==> src/rtl/slow_tick_timer_if.sv <==
// Command/status bundle between the elevator controller and the slow tick timer.
// The controller (master) issues start/abort with a duration.
// The timer (slave) reports busy, ticks remaining and a done pulse.
interface slow_tick_timer_if #(
    parameter int CNT_W = 4
);
    logic             start;
    logic [CNT_W-1:0] load_val;
    logic             abort;
    logic             busy;
    logic [CNT_W-1:0] remaining;
    logic             done;

    modport master (
        output start, load_val, abort,
        input  busy, remaining, done
    );

    modport slave (
        input  start, load_val, abort,
        output busy, remaining, done
    );
endinterface

==> src/rtl/slow_tick_timer.sv <==
// Slow tick timer: synchronises the divided slow clock level (tick_in) into clk.
// Each rising edge of tick_in becomes a one-cycle tick_pulse.
// The start/abort/done timer counts load_val of those pulses.
module slow_tick_timer #(
    parameter int SYNC_STAGES = 2,
    parameter int CNT_W       = 4
) (
    input  logic             clk,
    input  logic             rst,
    input  logic             en,
    input  logic             tick_in,
    output logic             tick_pulse,
    slow_tick_timer_if.slave tif
);
    typedef enum logic [1:0] {
        IDLE = 2'd0,
        RUN  = 2'd1,
        DONE = 2'd2
    } state_t;

    state_t                 state_q, state_d;
    logic [SYNC_STAGES-1:0] sync_q;
    logic                   sync_last;
    logic                   prev_q;
    logic [CNT_W-1:0]       remaining_q, remaining_d;
    logic                   busy_q, busy_d;
    logic                   done_q, done_d;

    assign sync_last = sync_q[SYNC_STAGES-1];

    // Synchronise tick_in, remember the previous level, emit a gated rising-edge pulse.
    always_ff @(posedge clk or negedge rst) begin
        if (!rst) begin
            sync_q     <= '0;
            prev_q     <= 1'b0;
            tick_pulse <= 1'b0;
        end else begin
            sync_q     <= {sync_q[SYNC_STAGES-2:0], tick_in};
            prev_q     <= sync_last;
            tick_pulse <= en & sync_last & ~prev_q;
        end
    end

    // Timer state and registered status outputs.
    always_ff @(posedge clk or negedge rst) begin
        if (!rst) begin
            state_q     <= IDLE;
            remaining_q <= '0;
            busy_q      <= 1'b0;
            done_q      <= 1'b0;
        end else begin
            state_q     <= state_d;
            remaining_q <= remaining_d;
            busy_q      <= busy_d;
            done_q      <= done_d;
        end
    end

    // Next-state logic: abort beats start and tick; a tick with frozen en never arrives
    // because tick_pulse is already gated low.
    always_comb begin
        state_d     = state_q;
        remaining_d = remaining_q;
        busy_d      = busy_q;
        done_d      = 1'b0;
        case (state_q)
            IDLE: begin
                if (tif.start && !tif.abort) begin
                    if (tif.load_val == '0) begin
                        state_d     = DONE;
                        remaining_d = '0;
                        busy_d      = 1'b0;
                        done_d      = 1'b1;
                    end else begin
                        state_d     = RUN;
                        remaining_d = tif.load_val;
                        busy_d      = 1'b1;
                    end
                end
            end
            RUN: begin
                if (tif.abort) begin
                    state_d     = IDLE;
                    remaining_d = '0;
                    busy_d      = 1'b0;
                end else if (tick_pulse) begin
                    if (remaining_q > CNT_W'(1)) begin
                        remaining_d = remaining_q - CNT_W'(1);
                    end else begin
                        state_d     = DONE;
                        remaining_d = '0;
                        busy_d      = 1'b0;
                        done_d      = 1'b1;
                    end
                end
            end
            DONE: begin
                state_d = IDLE;
                done_d  = 1'b0;
            end
            default: begin
                state_d     = IDLE;
                remaining_d = '0;
                busy_d      = 1'b0;
            end
        endcase
    end

    assign tif.busy      = busy_q;
    assign tif.remaining = remaining_q;
    assign tif.done      = done_q;
endmodule

==> src/flat_wrapper.sv <==
// flat-port wrapper written by rule: the top's interface ports become plain ports
module slow_tick_timer_flat 
#(
    parameter int SYNC_STAGES = 2,
    parameter int CNT_W       = 4
)
  (clk, rst, en, tick_in, tick_pulse, tif_start, tif_load_val, tif_abort, tif_busy, tif_remaining, tif_done);
  slow_tick_timer_if #(.CNT_W(CNT_W)) tif_i ();
  input  logic clk;
  input  logic rst;
  input  logic en;
  input  logic tick_in;
  output logic tick_pulse;
  input wire logic [$bits(tif_i.start)-1:0] tif_start;
  input wire logic [$bits(tif_i.load_val)-1:0] tif_load_val;
  input wire logic [$bits(tif_i.abort)-1:0] tif_abort;
  output wire logic [$bits(tif_i.busy)-1:0] tif_busy;
  output wire logic [$bits(tif_i.remaining)-1:0] tif_remaining;
  output wire logic [$bits(tif_i.done)-1:0] tif_done;
  assign tif_i.start = tif_start;
  assign tif_i.load_val = tif_load_val;
  assign tif_i.abort = tif_abort;
  assign tif_busy = tif_i.busy;
  assign tif_remaining = tif_i.remaining;
  assign tif_done = tif_i.done;
  slow_tick_timer #(.SYNC_STAGES(SYNC_STAGES), .CNT_W(CNT_W)) u_core (.clk(clk), .rst(rst), .en(en), .tick_in(tick_in), .tick_pulse(tick_pulse), .tif(tif_i));
endmodule
==> config.mk <==
export PLATFORM = sky130hd
export DESIGN_NAME = slow_tick_timer_flat
export DESIGN_NICKNAME = d
export VERILOG_FILES = /design/src/rtl/slow_tick_timer_if.sv /design/src/rtl/slow_tick_timer.sv /design/src/flat_wrapper.sv
export SDC_FILE = /design/constraint.sdc
export NUM_CORES = 1
export LEC_CHECK = 0
export ABC_CLOCK_PERIOD_IN_PS = 1600
export CAP_MARGIN = 5
export CORE_MARGIN = 3
export CORE_UTILIZATION = 44
export CTS_CLUSTER_SIZE = 20
export DETAILED_ROUTE_END_ITERATION = 6
export PLACE_DENSITY = 0.84
export SYNTH_ARGS = -nofsm -noshare
export SYNTH_HDL_FRONTEND = slang
export SYNTH_SLANG_ARGS = --single-unit
==> constraint.sdc <==
create_clock -name clk -period 1.6 [get_ports clk]
set_input_delay 0.32 -clock clk [delete_from_list [all_inputs] [get_ports clk]]
set_output_delay 0.32 -clock clk [all_outputs]
set_load 0.005 [all_outputs]
==> results of run 1 <==
==> per-stage QoR <==
step                      worst slack, ps  utilization
final                                26.2        0.751
after global routing                -24.1        0.751
after CTS                            5.02        0.728
after detailed placement            -38.5        0.690
after global placement              -69.5        0.690
after floorplan                       142            -
==> power by group <==
| group | switching, mW | total (mW) | internal [mW] | leakage, nW |
|---|---|---|---|---|
| registers | 0.0590 | 0.404 | 0.345 | 0.149 |
| clock network | 0.103 | 0.241 | 0.139 | 0.0210 |
| logic | 0.129 | 0.312 | 0.182 | 0.242 |
==> worst max-delay path, stage by stage, from the launching register on <==
cell and delay [ps]:
dfrtp_1 400, inv_1 80, ha_2 210, nor2_4 60, nor3_1 270, a21oi_1 150
a211o_1 300
==> metal layers <==
metal  vias up  GRT usage  share of wire
li1        261          -              -
met1       260      0.183           0.39
met2        23      0.284           0.51
met3         2     0.0847          0.085
met4         0     0.0621          0.015
met5         -          0              0
==> state kept, by name (all words and copies together), names as in the netlist <==
register and count:
u_core.tif.remaining 4, u_core.state_q 2, u_core.sync_q 2, u_core.prev_q 1
u_core.tick_pulse 1, u_core.tif.busy 1, u_core.tif.done 1
==> logic make-up after synthesis <==
logic type	synth area share
adders and majority gates	0.0423
muxes	0.0169
AOI/OAI and AO/OA	0.169
and+or+nand+nor	0.218
buffers and inverters	0.0317
DFF	0.507
xor gates and xnor gates	0.0148
==> synthesized netlist by cell type <==
| master | number | area (um^2) |
|---|---|---|
| nand3_1 | 1 | 5.00 |
| nor3_1 | 3 | 15.0 |
| a211o_1 | 1 | 8.76 |
| nor2b_1 | 1 | 6.26 |
| mux2i_1 | 1 | 10.0 |
| nor4_1 | 1 | 6.26 |
| a22o_1 | 2 | 17.5 |
| or3_1 | 2 | 12.5 |
| nand4_1 | 1 | 6.26 |
| a21oi_1 | 2 | 10.0 |
| buf_6 | 1 | 11.3 |
| o311ai_1 | 1 | 8.76 |
| nor3b_1 | 1 | 7.51 |
| o21ai_0 | 4 | 20.0 |
| nor2_1 | 4 | 15.0 |
| a32oi_1 | 1 | 8.76 |
| nor2_4 | 1 | 11.3 |
| xnor2_1 | 1 | 8.76 |
| inv_1 | 2 | 7.51 |
| and2_1 | 1 | 6.26 |
| or2_1 | 1 | 6.26 |
| o211ai_2 | 1 | 12.5 |
| nand2_1 | 5 | 18.8 |
| ha_1 | 2 | 25.0 |
| dfrtp_1 | 12 | 300 |
| o22ai_1 | 1 | 6.26 |
| a21o_1 | 1 | 7.51 |
| nand2b_1 | 2 | 12.5 |
==> final timing paths <==
kind                                endpoint  slack [ps]
setup / recovery             u_core.tif.busy          30
hold / removal             u_core.state_q[1]         370
setup reg to reg             u_core.tif.busy          30
max in group asynchronous  u_core.tick_pulse         830
min in group clk            u_core.sync_q[1]         370
hold reg to reg             u_core.sync_q[1]         370
==> cell type report <==
class                           count  area [um^2]  share of cell area
Inverter                            2         7.51             0.00843
Multi-Input combinational cell     42          300               0.337
Timing Repair Buffer               24          225               0.253
Sequential cell                    12          304               0.341
Clock buffer                        4         36.3              0.0407
Tap cell                           14         17.5              0.0197
==> impl_results.md, run 1 <==
* Worst Hold Class: in2async
* Fill count at 84
* Routed via count at 546
* Max cap viols at 0
* Final period util at 0.984
* Global-route wire length before repair at 2310 um
* Crit path arrival time at 1750 ps
* Reg2reg start: u_core.tif.remaining[1]
* CP endpoint kind: flip-flop
* Netlist cell types at 28
* Commonest non-fill, non-tap cell in the layout: clkdlybuf4s50_1
* Placer Congestion at approximately 0.84
* Final-stage net count at 97
* Sink Count at 12
* Leakage at slightly above 0.4 nW
* Initial antenna violation count at 0
* Non-Filler Instances at 98
* WL per Instance at 14.6 um
* Power density over the cells at around 1100 nW/um^2
* Std-Cell Rows at 12
* Placed Area at 818 um^2
* Die Wd at 42.7 um
* Placed cells at 94
* Initial DRC Count at 20
* RSZ-0062 raised after global routing: true
* Tot GR Track Use at 0.170
* Core area at roughly 1200 um^2
* R2R depth at 6
* Final setup violation count at 0
* Setup repair bufs after CTS at 0
* Share of cells above drive strength 1 at 0.238
* Vias per std cell at between 5 and 6
* Post-CTS sizing at 2
* Hold-fix buffers, CTS at 0
* Slew Viols, Final at 0
* Maximum fanout along the worst path at 2
* Crit Path Class: reg2reg
* Residual DRC count at 0
* Number of antenna diodes at 0
* Number of port buffers at 16
* Final Instance Area at a little under 900 um^2
* Final Hold Fails at 0
* Synth Instances at 57
* Grt ovf at 0
* Die Y at roughly 43 um
* Drt total wl at around 1400 um
* Outcome: completed
* # IOs at 17
* Crit path from: u_core.tif.remaining[1]
* Warnings from Yosys at 0
* Worst IR Drop VDD at between 0.7 and 0.8 mV
* Sequential-to-total area share from yosys stat at 0.507
* CTS Buf Count at 3
* Relative slew slack at 0.649
* CTS root buf: clkbuf_4
* Most frequent cells in the layout: 14 x clkdlybuf4s50_1, 9 x dfrtp_1, 8 x buf_4, 5 x nand2_1, 4 x o21ai_0
* Die area at approximately 1800 um^2
* Vias in the first global route at between 500 and 600
* Fin crit period at ~1600 ps
* Fin Setup TNS at 0 ps
* Worst-Margin Slew at between 500 and 600 ps
* Post-DP HPWL at 1020 um
* Clock Skew at ~16 ps
* CTS tree: yes
* Synth Area per Inst at between 10 and 15 um^2
* First-pass iteration count of the detailed router at 4
* H-Tree Depth at 1
* Net count after synthesis at 69
* Final ANT Viol Nets at 0
* Starting Density at 0.499
* Mapped Area at 592 um^2
* CTS max path bufs at 2
* FF+latch count, synth at 12
* Worst-skew pair later-pin latency at between 200 and 300 ps
* Reg clk slew, reported paths at 80 ps
* CP startpoint kind: flip-flop
* Fmax at approximately 0.64 GHz
* Layout area overhead at 50.5%
* Worst Path Required at around 1800 ps
* Largest net degree at the start of global routing at 13
* Total power at ~0.96 mW
* Hold_ws at about 370 ps
Power figures use the tool's default switching activity.
==> inputs of run 2 (changes only) <==
- SKIP_CTS_REPAIR_TIMING: default -> 1
==> run 2 against run 1 <==
Count of clock-buffer cells in the layout unchanged. Routed wire length increased by 2.0%. Register-to-register slack improved by 50 ps. First-iteration DRC count decreased by 25%. Final area increased by 2.8%. Clock skew increased by 0.75 ps. Via count increased by 2.4%. Critical path type unchanged.
==> impl_results.md, run 2 (synthesis gave the netlist of run 1 again) <==
* Outcome: completed
* R2R depth at 7
* # IOs at 17
* Placed cells at 94
* Worst Hold Class: in2async
* Final period util at 0.953
* Most frequent cells in the layout: 15 x clkdlybuf4s50_1, 11 x buf_4, 9 x dfrtp_1, 5 x nand2_1, 4 x o21ai_0
* Worst path buffer plus inverter count at 2
* Worst IR Drop VDD at between 0.7 and 0.8 mV
* CTS tree: yes
* Residual DRC count at 0
* CTS root buf: clkbuf_4
* Crit Path Class: reg2reg
* Core area at roughly 1200 um^2
* Slew Viols, Final at 0
* Vias per std cell at roughly 5.5
* Final ANT Viol Nets at 0
* Max reg flops at 4
* Starting Density at 0.499
* Grt ovf at 0
* Crit. path cell count at 7
* Clock Skew at between 15 and 20 ps
* Crit path arrival time at between 1500 and 2000 ps
* Routed via count at 559
* Final Hold Fails at 0
* Tot GR Track Use at 0.166
* Final-stage net count at 100
* H-Tree Depth at 1
* Fin Setup TNS at 0 ps
* Reg clk slew, reported paths at 80 ps
* Maximum fanout along the worst path at 3
* Leakage at a little over 0.4 nW
* Number of antenna diodes at 0
* Relative slew slack at 0.655
* Worst path slowest cell: dfrtp_1
* Share of cells above drive strength 1 at 0.276
* Vias in the first global route at between 500 and 600
* Die Y at 42.7 um
* Worst-Margin Slew at ~520 ps
* CP delay by family, top: compound AO/OA/AOI/OAI gates
* Final core occ at 0.772
* Worst Path Required at approximately 1800 ps
* RSZ-0062 raised after global routing: false
* Initial antenna violation count at 0
* Hold_ws at between 300 and 400 ps
* Worst-skew pair later-pin latency at 280 ps
* First-pass iteration count of the detailed router at 4
* Max cap viols at 0
* Placed Area at a little over 800 um^2
* Sink Count at 12
* Fin crit period at 1520 ps
* Placer Congestion at 0.843
* Std-Cell Rows at 12
* Reg2reg start: u_core.tif.remaining[1]
* Non-Filler Instances at roughly 100
* Crit path cell chain: inv_1 > ha_2 > nor2_4 > o311ai_4 > buf_4 > o21ai_0 > a21o_1
* Drt total wl at 1460 um
* Die area at about 1800 um^2
* Largest net degree at the start of global routing at 13
* DP Worst Slack at -38.5 ps
* CTS Buf Count at 3
* CP startpoint kind: flip-flop
* Initial DRC Count at 15
* Total power at about 1 mW
* WL per Instance at ~14 um
* Die Wd at approximately 43 um
* CP endpoint kind: flip-flop
* Number of port buffers at 16
* Fmax at roughly 0.66 GHz
* Max incr delay on CP at about 400 ps
* Final Instance Area at between 900 and 1000 um^2
* Layout area overhead at 54.8%
* Global-route wire length before repair at 2240 um
* Crit path from: u_core.tif.remaining[1]
* Post-DP HPWL at a little over 1000 um
* Setup WS post-layout at between 70 and 80 ps
* Commonest non-fill, non-tap cell in the layout: clkdlybuf4s50_1
* CTS max path bufs at 2
* Power density over the cells at between 1000 and 1500 nW/um^2
* Final setup violation count at 0
run 2: layout make-up:
cell class / instances / area [um^2]
clock buffers: 4 / 36.3
inverters: 2 / 7.51
fillers: 80 / 270
repair buffers: 27 / 245
well taps: 14 / 17.5
multi-input cells: 42 / 305
flip-flops and latches: 12 / 304
run 2: report_power, final:
part	switching (mW)	internal [mW]
Sequential	0.0406	0.345
Clock	0.104	0.139
Combinational	0.155	0.211
run 2: layer usage:
| layer | vias up | wire [um] | share of wire | track usage |
|---|---|---|---|---|
| li1 | 268 | - | - | - |
| met1 | 267 | 600 | 0.41 | 0.185 |
| met2 | 22 | 726 | 0.50 | 0.275 |
| met3 | 2 | 111 | 0.076 | 0.0805 |
| met4 | 0 | 22 | 0.015 | 0.0497 |
| met5 | - | 0 | 0 | 0 |
run 2: worst reg2reg max path: cells and delay by family (launching register included):
family / cells / cell delay, ps
compound gates: 3 / 490
fa+ha+maj: 1 / 210
buf+inv: 2 / 250
flops: 1 / 400
simple gates: 1 / 60
run 2: worst paths after layout:
kind,end,slack [ps]
worst max-delay path,u_core.tif.remaining[0],80
worst min-delay path,u_core.tif.remaining[1],370
worst max register to register,u_core.tif.remaining[0],80
worst min register to register,u_core.sync_q[1],370
max in group asynchronous,u_core.tick_pulse,840
min in group clk,u_core.sync_q[1],370
==> inputs of run 3 (changes only) <==
- GPL_ROUTABILITY_DRIVEN: default -> 0
==> results of run 3 <==
Same layout as run 2: the final DEF is identical, and so are final timing and power.
==> RTL edit (flow settings as in run 1) <==
Put one more register stage on the output `tick_pulse`, without a reset. The value now appears one clock later. The other outputs are not delayed to match. Comments in the files are not updated.
--- a/src/rtl/slow_tick_timer.sv
+++ b/src/rtl/slow_tick_timer.sv
@@ -18,6 +18,8 @@
         DONE = 2'd2
     } state_t;
 
+    logic tick_pulse_s0;
+
     state_t                 state_q, state_d;
     logic [SYNC_STAGES-1:0] sync_q;
     logic                   sync_last;
@@ -33,11 +35,11 @@
         if (!rst) begin
             sync_q     <= '0;
             prev_q     <= 1'b0;
-            tick_pulse <= 1'b0;
+            tick_pulse_s0 <= 1'b0;
         end else begin
             sync_q     <= {sync_q[SYNC_STAGES-2:0], tick_in};
             prev_q     <= sync_last;
-            tick_pulse <= en & sync_last & ~prev_q;
+            tick_pulse_s0 <= en & sync_last & ~prev_q;
         end
     end
 
@@ -83,7 +85,7 @@
                     state_d     = IDLE;
                     remaining_d = '0;
                     busy_d      = 1'b0;
-                end else if (tick_pulse) begin
+                end else if (tick_pulse_s0) begin
                     if (remaining_q > CNT_W'(1)) begin
                         remaining_d = remaining_q - CNT_W'(1);
                     end else begin
@@ -109,5 +111,9 @@
     assign tif.busy      = busy_q;
     assign tif.remaining = remaining_q;
     assign tif.done      = done_q;
+    always_ff @(posedge clk) begin
+        tick_pulse <= tick_pulse_s0;
+    end
+
 endmodule
 
Formal check against the unedited RTL: not equivalent (a bounded check fails within 4 cycles, from zero or initial values and one cycle with rst low).
==> RTL edit against run 1 <==
Design area increased by 0.28%; critical endpoint unchanged; critical path type unchanged; wire length increased by 3.0%; area after synthesis increased by 5.9%; total power increased by 5.4%; sequential cell count increased by 1; via count increased by 2.9%; core utilization decreased by 1.6 points; hold slack got worse by 0.011 ns; global-route usage about the same; maximum frequency increased by 0.87%; setup slack improved by 0.013 ns; non-clock buffer count decreased by 1.
==> RTL edit: results (changes against run 1) <==
Status
  – Status: finished, final reports clean

Routing
  – WL met3: 94 um (-23%)
  – DRT Wirelength: 1470 um (+3.0%)
  – Routed length on met2: 706 um (-3.2%)
  – WL met1: 644 um (+16%)
  – Initial DRC count: 7 (-65%)

Logic synthesis
  – Ys async rst share: 0.923 (-0.0769)
  – Cell variety after synth: 25 (-11%)
  – Largest cells by area after synthesis: dfrtp_1, nor2_1, ha_1, nor3b_2, nand2_1
  – Sequential area share after synthesis: 0.511 (+0.00358)
  – Synthesized instance count: 60 (+5.3%)

Worst setup path
  – Top Family by Delay on Critical Path: simple AND/OR/NAND/NOR gates
  – Slowest cell on the critical path: or3_2
  – Largest fanout on the critical path: 4 (+2)
  – Slowest stage delay, CP: 0.47 ns (+0.07 ns)

Place
  – GP Congestion: 0.815 (-3.4%)
  – Post-DP HPWL: 1090 um (+7.3%)
  – Cell area after placement: 842 um^2 (+2.9%)

Power and ir drop
  – Leakage: 0.403 nW (-2.3%)
  – Clock share of power: 0.213 (-0.039)
  – Cell-internal power: 0.684 mW (+2.6%)
  – Worst vdd ir: 0.000581 V (-26%)
  – Pwr Density: 1130 nW/um^2 (+5.1%)

Timing
  – Hold_ws: 0.357 ns (-0.0107 ns)
  – Worst Clk Skew: 0.0130 ns (-0.00292 ns)
  – Slew @ Worst Pin: 0.529 ns (+0.00360 ns)

Global route
  – GRT Total Usage: 0.171 (about the same)
  – Vias in the first global route: 584 (+9.6%)
## RTL edit: kinds of logic after synthesis
logic type	after synthesis	synth area share
adders and majority gates	2	0.0399
AOI/OAI and AO/OA	13	0.158
and+or+nand+nor	24	0.212
DFF	13	0.511
buffers and inverters	5	0.0299
muxes	3	0.0499
## RTL edit: worst max-delay path by stage
stage	start	end	slack (ns)	cells past startpoint
CTS	u_core.tif.remaining[2]	tif_remaining[2]	0.01	1
global placement	tif_abort	u_core.tif.busy	-0.14	6
global route	u_core.tif.remaining[0]	u_core.state_q[0]	-0.004	6
finish	u_core.tif.remaining[0]	u_core.tif.busy	0.04	6
detailed placement	tif_abort	u_core.tif.busy	-0.19	6
floorplan	u_core.tif.remaining[0]	u_core.tif.busy	0.08	6
## RTL edit: final cells by class
class	count	area (um^2)	area share
well taps	14	17.5	0.0196
multi-input cells	42	292	0.326
clock buffers	3	22.5	0.0252
flip-flops and latches	13	323	0.361
clock inverters	1	5.00	0.00560
repair buffers	23	215	0.241
inverters	5	18.8	0.0210
